===== config.mk =====
export PLATFORM = sky130hd
export DESIGN_NAME = alu_decode_pipe
export DESIGN_NICKNAME = d
export VERILOG_FILES = /design/src/rtl/alu_pkg.sv /design/src/rtl/alu_decode.sv /design/src/rtl/alu_decode_pipe.sv
export SDC_FILE = /design/constraint.sdc
export NUM_CORES = 1
export LEC_CHECK = 0
export ABC_AREA = 0
export CORE_ASPECT_RATIO = 0.7
export CORE_MARGIN = 3
export CORE_UTILIZATION = 42
export CTS_CLUSTER_SIZE = 28
export DETAILED_ROUTE_END_ITERATION = 10
export PLACE_DENSITY_LB_ADDON = 0.3
export SYNTH_ARGS = -nofsm -noshare
export SYNTH_HDL_FRONTEND = slang
export SYNTH_HIERARCHICAL = 1
export SYNTH_SLANG_ARGS = --single-unit

===== constraint.sdc =====
create_clock -name i_clk -period 1.59 [get_ports i_clk]
set_input_delay 0.159 -clock i_clk [delete_from_list [all_inputs] [get_ports i_clk]]
set_output_delay 0.159 -clock i_clk [all_outputs]
set_load 0.02 [all_outputs]

===== src/rtl/alu_pkg.sv =====
// Shared ALU control codes, ALUOp classes, RV32 field constants and the
// pipeline FSM state type for the ALU decode stage.
package alu_pkg;

  typedef enum logic [4:0] {
    ALU_ADD    = 5'd0,
    ALU_SUB    = 5'd1,
    ALU_SLL    = 5'd2,
    ALU_SLT    = 5'd3,
    ALU_SLTU   = 5'd4,
    ALU_XOR    = 5'd5,
    ALU_SRL    = 5'd6,
    ALU_SRA    = 5'd7,
    ALU_OR     = 5'd8,
    ALU_AND    = 5'd9,
    ALU_MUL    = 5'd16,
    ALU_MULH   = 5'd17,
    ALU_MULHSU = 5'd18,
    ALU_MULHU  = 5'd19,
    ALU_DIV    = 5'd20,
    ALU_DIVU   = 5'd21,
    ALU_REM    = 5'd22,
    ALU_REMU   = 5'd23,
    ALU_NOP    = 5'd31
  } alu_code_e;

  localparam logic [1:0] ALUOP_MEM    = 2'b00;
  localparam logic [1:0] ALUOP_BRANCH = 2'b01;
  localparam logic [1:0] ALUOP_RTYPE  = 2'b10;
  localparam logic [1:0] ALUOP_ITYPE  = 2'b11;

  localparam logic [2:0] F3_ADD  = 3'b000;
  localparam logic [2:0] F3_SLL  = 3'b001;
  localparam logic [2:0] F3_SLT  = 3'b010;
  localparam logic [2:0] F3_SLTU = 3'b011;
  localparam logic [2:0] F3_XOR  = 3'b100;
  localparam logic [2:0] F3_SR   = 3'b101;
  localparam logic [2:0] F3_OR   = 3'b110;
  localparam logic [2:0] F3_AND  = 3'b111;

  localparam logic [6:0] F7_BASE   = 7'b0000000;
  localparam logic [6:0] F7_ALT    = 7'b0100000;
  localparam logic [6:0] F7_MULDIV = 7'b0000001;

  typedef enum logic [1:0] {
    IDLE   = 2'd0,
    MD_RUN = 2'd1,
    HOLD   = 2'd2
  } state_e;

  // Base-ISA operation selected by funct3 alone (shift-right resolves to SRL).
  function automatic alu_code_e base_code(input logic [2:0] f3);
    base_code = ALU_NOP;
    case (f3)
      F3_ADD:  base_code = ALU_ADD;
      F3_SLL:  base_code = ALU_SLL;
      F3_SLT:  base_code = ALU_SLT;
      F3_SLTU: base_code = ALU_SLTU;
      F3_XOR:  base_code = ALU_XOR;
      F3_SR:   base_code = ALU_SRL;
      F3_OR:   base_code = ALU_OR;
      F3_AND:  base_code = ALU_AND;
      default: base_code = ALU_NOP;
    endcase
  endfunction

endpackage


===== src/rtl/alu_decode.sv =====
// Combinational ALU control decoder: instruction fields to control code,
// illegal flag and mul/div indication.
module alu_decode
  import alu_pkg::*;
#(
  parameter int M_EXT = 1
) (
  input  logic [6:0] funct7,
  input  logic [2:0] funct3,
  input  logic [1:0] alu_op,
  output alu_code_e  code,
  output logic       illegal,
  output logic       is_md
);

  // NOTE: defaults first so every path assigns every output and no latch is inferred.
  always_comb begin
    code    = ALU_NOP;
    illegal = 1'b0;
    is_md   = 1'b0;
    case (alu_op)
      ALUOP_MEM:    code = ALU_ADD;
      ALUOP_BRANCH: code = ALU_SUB;
      ALUOP_RTYPE: begin
        if (funct7 == F7_BASE) begin
          code = base_code(funct3);
        end else if (funct7 == F7_ALT && funct3 == F3_ADD) begin
          code = ALU_SUB;
        end else if (funct7 == F7_ALT && funct3 == F3_SR) begin
          code = ALU_SRA;
        end else if (funct7 == F7_MULDIV && M_EXT != 0) begin
          code  = alu_code_e'({2'b10, funct3});
          is_md = 1'b1;
        end else begin
          illegal = 1'b1;
        end
      end
      default: begin
        // Immediate forms: only the shift-right pair looks at funct7.
        if (funct3 != F3_SR)         code = base_code(funct3);
        else if (funct7 == F7_BASE)  code = ALU_SRL;
        else if (funct7 == F7_ALT)   code = ALU_SRA;
        else                         illegal = 1'b1;
      end
    endcase
  end

endmodule


===== src/rtl/alu_decode_pipe.sv =====
// Registered ALU decode stage with valid/ready handshake; mul/div ops hold
// the stage busy for MD_LATENCY cycles before being presented downstream.
module alu_decode_pipe
  import alu_pkg::*;
#(
  parameter int M_EXT      = 1,
  parameter int MD_LATENCY = 32,
  parameter int CTRL_W     = 5
) (
  input  logic              i_clk,
  input  logic              i_rstn,
  input  logic              i_valid,
  output logic              o_ready,
  input  logic [6:0]        i_Funct7,
  input  logic [2:0]        i_Funct3,
  input  logic [1:0]        i_ALUOp,
  output logic              o_valid,
  input  logic              i_ready,
  output logic [CTRL_W-1:0] o_ALUControlLines,
  output logic              o_illegal,
  output logic              o_md_start,
  output logic              o_busy
);

  localparam int CNT_W = $clog2(MD_LATENCY + 1);
  localparam logic [CNT_W-1:0] CNT_LOAD = CNT_W'(MD_LATENCY - 1);

  state_e           state;
  logic [CNT_W-1:0] count;
  alu_code_e        code_q;
  alu_code_e        dec_code;
  logic             dec_illegal;
  logic             dec_md;
  logic             accept;

  alu_decode #(.M_EXT(M_EXT)) u_decode (
    .funct7  (i_Funct7),
    .funct3  (i_Funct3),
    .alu_op  (i_ALUOp),
    .code    (dec_code),
    .illegal (dec_illegal),
    .is_md   (dec_md)
  );

  assign o_ready           = (state == IDLE) || (state == HOLD && i_ready);
  assign accept            = i_valid && o_ready;
  assign o_ALUControlLines = CTRL_W'(code_q);

  // NOTE: non-blocking assignments for all state; a later assignment in the
  // block overrides an earlier one, which lets an accept pre-empt the hold exit.
  always_ff @(posedge i_clk or negedge i_rstn) begin
    if (!i_rstn) begin
      state      <= IDLE;
      count      <= '0;
      code_q     <= ALU_NOP;
      o_illegal  <= 1'b0;
      o_valid    <= 1'b0;
      o_md_start <= 1'b0;
      o_busy     <= 1'b0;
    end else begin
      o_md_start <= 1'b0;
      case (state)
        MD_RUN: begin
          if (count == '0) begin
            state   <= HOLD;
            o_busy  <= 1'b0;
            o_valid <= 1'b1;
          end else begin
            count <= count - 1'b1;
          end
        end
        HOLD: begin
          if (i_ready && !accept) begin
            state   <= IDLE;
            o_valid <= 1'b0;
          end
        end
        default: ;
      endcase

      if (accept) begin
        code_q    <= dec_code;
        o_illegal <= dec_illegal;
        if (dec_md) begin
          state      <= MD_RUN;
          count      <= CNT_LOAD;
          o_busy     <= 1'b1;
          o_md_start <= 1'b1;
          o_valid    <= 1'b0;
        end else begin
          state   <= HOLD;
          o_valid <= 1'b1;
        end
      end
    end
  end

endmodule


# After elaboration in Yosys (flattened, before gate mapping)
# Memory sizes are Yosys's and may differ from the RTL's.
# Cells that the tools add are included.
# totals
ff_bits	17
latchBits	0
ramBits	0
romBits	64
in_bits	16
out_inout_bits	10
wordCells	76
n_memories	2
# op_classes
add_sub_neg	1
mul	0
n_div	0
n_lt_le_gt_ge	0
eq_ne	10
shifts	0
n_mux	41
bitwise_logic	0
reduce_logical	15
# memory_table
memory	words	width	rd	rd_clocked_by_memory_dff	wr	line	text
(name not given)	8	4	1	0	0	alu_pkg.sv:54	case (f3)
(name not given)	8	4	1	0	0	alu_pkg.sv:54	
# op_table
operator	n
two-way mux 5 bit	6
two-way mux 6 bit	4
two-way mux 1 bit	22
one-hot mux 5 bit (3 select lines)	1
two-way mux 2 bit	4
equality test 7 x 1 -> 1 bit (second input constant)	1
equality test 7 x 6 -> 1 bit (second input constant)	1
logical NOT 7 bit	1
logical NOT 6 bit	1
!= test 3 bit (second input constant)	2
subtractor 6 x 1 -> 6 bit (second input constant)	1
logical AND 1 bit	5
equality test 2 x 1 -> 1 bit (second input constant)	2
equality test 2 bit (second input constant)	2
logical NOT 2 bit	2
two-way mux 4 bit	1
one-hot mux 1 bit (2 select lines)	2
one-hot mux 2 bit (2 select lines)	1
equality test 3 bit (second input constant)	1
logical NOT 3 bit	1
!= test 3 x 2 -> 1 bit (second input constant)	1
AND reduction 3 bit	1
nonzero test 3 bit	1
OR reduction 2 bit	1
other kinds (2)	2

# Depth between registers and ports, before layout
# logic_depth
depth_word	9
mapped_depth	7
ltp_nobuf	7

# Modules after synthesis
# Netlist, hierarchy kept.
# modules_own_cells
module	n_inst	cells_each	area_per_inst_um2	seq_area_each_um2
alu_decode_pipe	1	63	752.0	406.6
alu_decode	1	49	352.8	0.0

# Worst setup path after synthesis
# No wires, ideal clock.
# synth_timing
path_kind	input to register
start	in i_Funct7[4]
end	reg count[3]
setup_time_ns	0.065
arrival_ns	1.597
required_time_ns	1.525
slack_ns	-0.072
cell_stages	6
path_buffers	0
path_cell_list	or4_4 -> nor3_2 -> and3_1 -> nand2_1 -> nor3_1 -> or3b_1
# synth_between
elab_chain_cells	8
elab_cells_between_ends	12
classes_between	eq/ne (2); mux (7); reduce/logical (3)
# synth_rtl
element	line	text
start, declared	alu_decode_pipe.sv:14	input logic [6:0] i_Funct7,
equality test 7 x 1 -> 1 bit / equality test 7 x 6 -> 1 bit (equally long branches)	alu_decode.sv:31, alu_decode.sv:27, alu_decode.sv:29	
two-way mux 1 bit / logical AND 1 bit (equally long branches)	alu_decode.sv:31, alu_decode.sv:29	
two-way mux 1 bit	alu_decode.sv:29	end else if (funct7 == F7_ALT && funct3 == F3_SR) begin
two-way mux 1 bit	alu_decode.sv:27	end else if (funct7 == F7_ALT && funct3 == F3_ADD) begin
two-way mux 1 bit (*)	alu_decode.sv:25	if (funct7 == F7_BASE) begin
two-way mux 1 bit (*)	alu_decode.sv:21	case (alu_op)
net dec_md	alu_decode_pipe.sv:33	logic dec_md;
two-way mux 6 bit (*)	alu_decode_pipe.sv:84	if (dec_md) begin
two-way mux 6 bit (*)	alu_decode_pipe.sv:81	if (accept) begin
end signal, assigned	alu_decode_pipe.sv:69	count <= count - 1'b1;
end, declared	alu_decode_pipe.sv:29	logic [CNT_W-1:0] count;
# The timed path passes the listed nets; every way through them passes the cells marked *.
# A chain may end at the register's enable or synchronous reset.

==> impl_metrics.yaml <==
routing:
  drt-initial-drc-count: 127
  route.vias.total: 1146
  drtPass1Iterations: 4
  drt_drc_violations_left: 0
  wl_per_cell_um: 16.6
  viasPerCell: 5.76
  ant_nets: 0
  drt-total-wl_um: 3310
sta:
  relSlewSlack_pct: 75.6
  fmax_mhz: 613
  fin_tns_setup_ps: -76.5
  final_max_slew_viol_count: 0
  clock_skew_ps: 1.95
  layout_setup_ws_ps: -41.2
  hold_ws_ps: 230
  fin_crit_ps: 1630
  setup_violations: 2
  tightest_slew_ps: 366
  hold_viol_final: 0
  grt_setup_unrepaired: "true"
  post-route-period-util_pct: 103
synth:
  synth_top_family_by_area: "compound AO/OA/AOI/OAI gates"
  async_flop_share_pct: 100
  synth_adder_area_share_pct: 6.80
  synth_compound_area_share_pct: 23.1
  yosysUniqueCellTypes: 41
  syn_area_mm2: 0.00110
  avgSynthCellArea_um2: 9.86
  synthMuxAreaShare_pct: 8.83
  ys_ff_latch: 16
  synth_cells: 112
  synth_fp_nets: 134
  yosys_warnings: 6
  synthXorXnorAreaFrac_pct: 0
  synth_seq_area_share_pct: 36.8
  synth_ff_type: "dfrtp_1"
  synthSimpleGateAreaFrac_pct: 20.6
  synth_edf_count: 0
clock_tree:
  path_clk_slew_ps: 60
  numCtsBuffers: 3
  postCtsHoldBufs: 0
  cts-root-buf: "clkbuf_8"
  clk_latency_ps: 250
  htree_levels: 1
  cts_sinks: 16
  clock_path_buffers: 2
  cts_tree: "built"
final_layout:
  drive_above_1_share_pct: 41.3
  area_delta_synth_final_pct: 54.9
  final_cells: 199
  nNetsFinal: 190
  diodes: 0
  n_fill_cell: 174
placed_design:
  gp_congestion: 0.840
  place_hpwl_um: 2370
  placed_cells: 193
  port_buffers: 25
die:
  dieArea_mm2: 0.00329
  start_util_pct: 47.8
  fp.dieH_um: 48.9
  io_pins: 26
  num_rows: 14
  core_mm2: 0.00231
  dieWidth_um: 67.3
global_route:
  grt_max_degree: 17
  grt_pass1_wl_um: 5440
  grt_usage_pct: 22.0
  grt_antenna_before_repair: 0
  grt_pass1_vias: 1129
  overflow: 0
power:
  combPwrFrac_pct: 32.2
  swShare_pct: 29.2
  vdd_drop_max_v: 0.000490
  seqPwrFrac_pct: 41.3
  p_per_area_mw_per_mm2: 697
  switching_power_mw: 0.349
  internal-power_mw: 0.844
  leakagePower_nw: 0.806
  p_clk_share_pct: 26.5
setup_path:
  cp.arrival_ps: 1760
  critPathKind: "reg2reg"
  cp-start-kind: "flop"
  critPathRequiredTime_ps: 1720
  r2r-end: "count[3]"
  crit_path_end: "count[3]"
  crit_fanout: 4
  regToRegSetupSlack_ps: -40
  cp-startpoint: "o_valid"
  rr_startpoint: "o_valid"
  r2r_cells: 3
  crit_path_end_kind: "flop"
job:
  maxCapViolations: 0
outcome:
  outcome: "finished, violations left"
  violations: "negative setup slack"
worst_hold_path:
  hp-class: "in2async"
[power groups by stage]
| stage | logic, mW | registers (mW) | clock network, mW |
|---|---|---|---|
| after global routing | 0.415 | 0.499 | 0.348 |
| after detailed placement | 0.350 | 0.500 | 0 |
| after floorplan | 0.124 | 0.532 | 0 |
| final | 0.384 | 0.493 | 0.316 |
| after CTS | 0.360 | 0.494 | 0.323 |
| after global placement | 0.341 | 0.498 | 0 |
[synth_stat cells (3+ instances only)]
cell type,instances,area [µm²]
a21oi_1,5,25.0
a31oi_1,3,18.8
dfrtp_1,11,275
dfstp_2,5,131
ha_1,6,75.1
inv_1,8,30.0
mux2_2,6,67.6
mux2i_1,3,30.0
nand2_1,4,15.0
nand2b_1,3,18.8
nand3_1,3,15.0
nor2_1,5,18.8
nor2b_1,4,25.0
nor3_1,4,20.0
o21ai_0,7,35.0
[layer usage]
| metal | global-route usage, % | vias to the layer above | part of all wire [%] |
|---|---|---|---|
| met5 | 0 | - | 0 |
| met4 | 6.40 | 0 | 1.4 |
| met3 | 5.07 | 7 | 6.7 |
| met2 | 33.6 | 48 | 45 |
| met1 | 30.9 | 555 | 47 |
| li1 | - | 536 | - |
[cell families after synthesis]
family,Yosys count
AO/OA/AOI/OAI,33
multiplexers,9
flip-flops,16
adder cells (fa/ha/maj),6
AND/OR/NAND/NOR,37
buffers and inverters,11
[cells in the final DEF (no fill, tap or decap), drive strengths merged, types with 4 or more instances in the layout]
cell / n
clkbuf: 6
ha: 6
dfstp: 5
dfrtp: 11
nor2: 5
o21ai: 7
nor2b: 4
a21oi: 5
mux2: 6
nor3: 5
nand2: 4
inv: 8
clkdlybuf4s50: 13
buf: 33
[stage by stage]
step	util [%]	power [mW]	setup slack, ps	area (µm²)
global placement	69.0	0.839	-563	1600
detailed placement	69.0	0.850	-579	1600
CTS	73.2	1.18	-26.8	1690
finish	74.0	1.19	-41.2	1710
global route	74.0	1.26	-77.7	1710
floorplan	-	0.656	-36.2	1110
[critical path, cell delays in order, from the launching register on]
cell     delay (ps)
dfrtp_2         430
or4b_4          570
o21ai_2         150
or3b_1          360
[sequential cells by signal, indices dropped and copies added (netlist names)]
register           cells
o_busy                 1
count                  6
o_ALUControlLines      5
o_illegal              1
o_md_start             1
o_valid                1
state                  1
[worst min path at each step]
stage                to  slack [ps]  depth (start not counted)
6_report       count[1]         230                          2
5_1_grt        count[1]         240                          2
4_1_cts        count[0]         230                          2
3_5_place_dp     o_busy         480                          1
3_3_place_gp     o_busy         480                          1
2_1_floorplan  count[0]        -140                          0
[area by class of cell]
cell class                      instances  area [µm²]  area share [%]
Multi-Input combinational cell         85         741            43.3
Timing Repair Buffer                   54         448            26.2
Sequential cell                        16         408            23.8
Clock buffer                            4        45.0            2.63
Tap cell                               32        40.0            2.34
Inverter                                8        30.0            1.75
[repair_timing]
item	CTS	global route
gates resized for setup	33	12
setup buffers	1	2
pin swaps	9	7
setup endpoints to repair	16	11
Power figures use the tool's default switching activity.
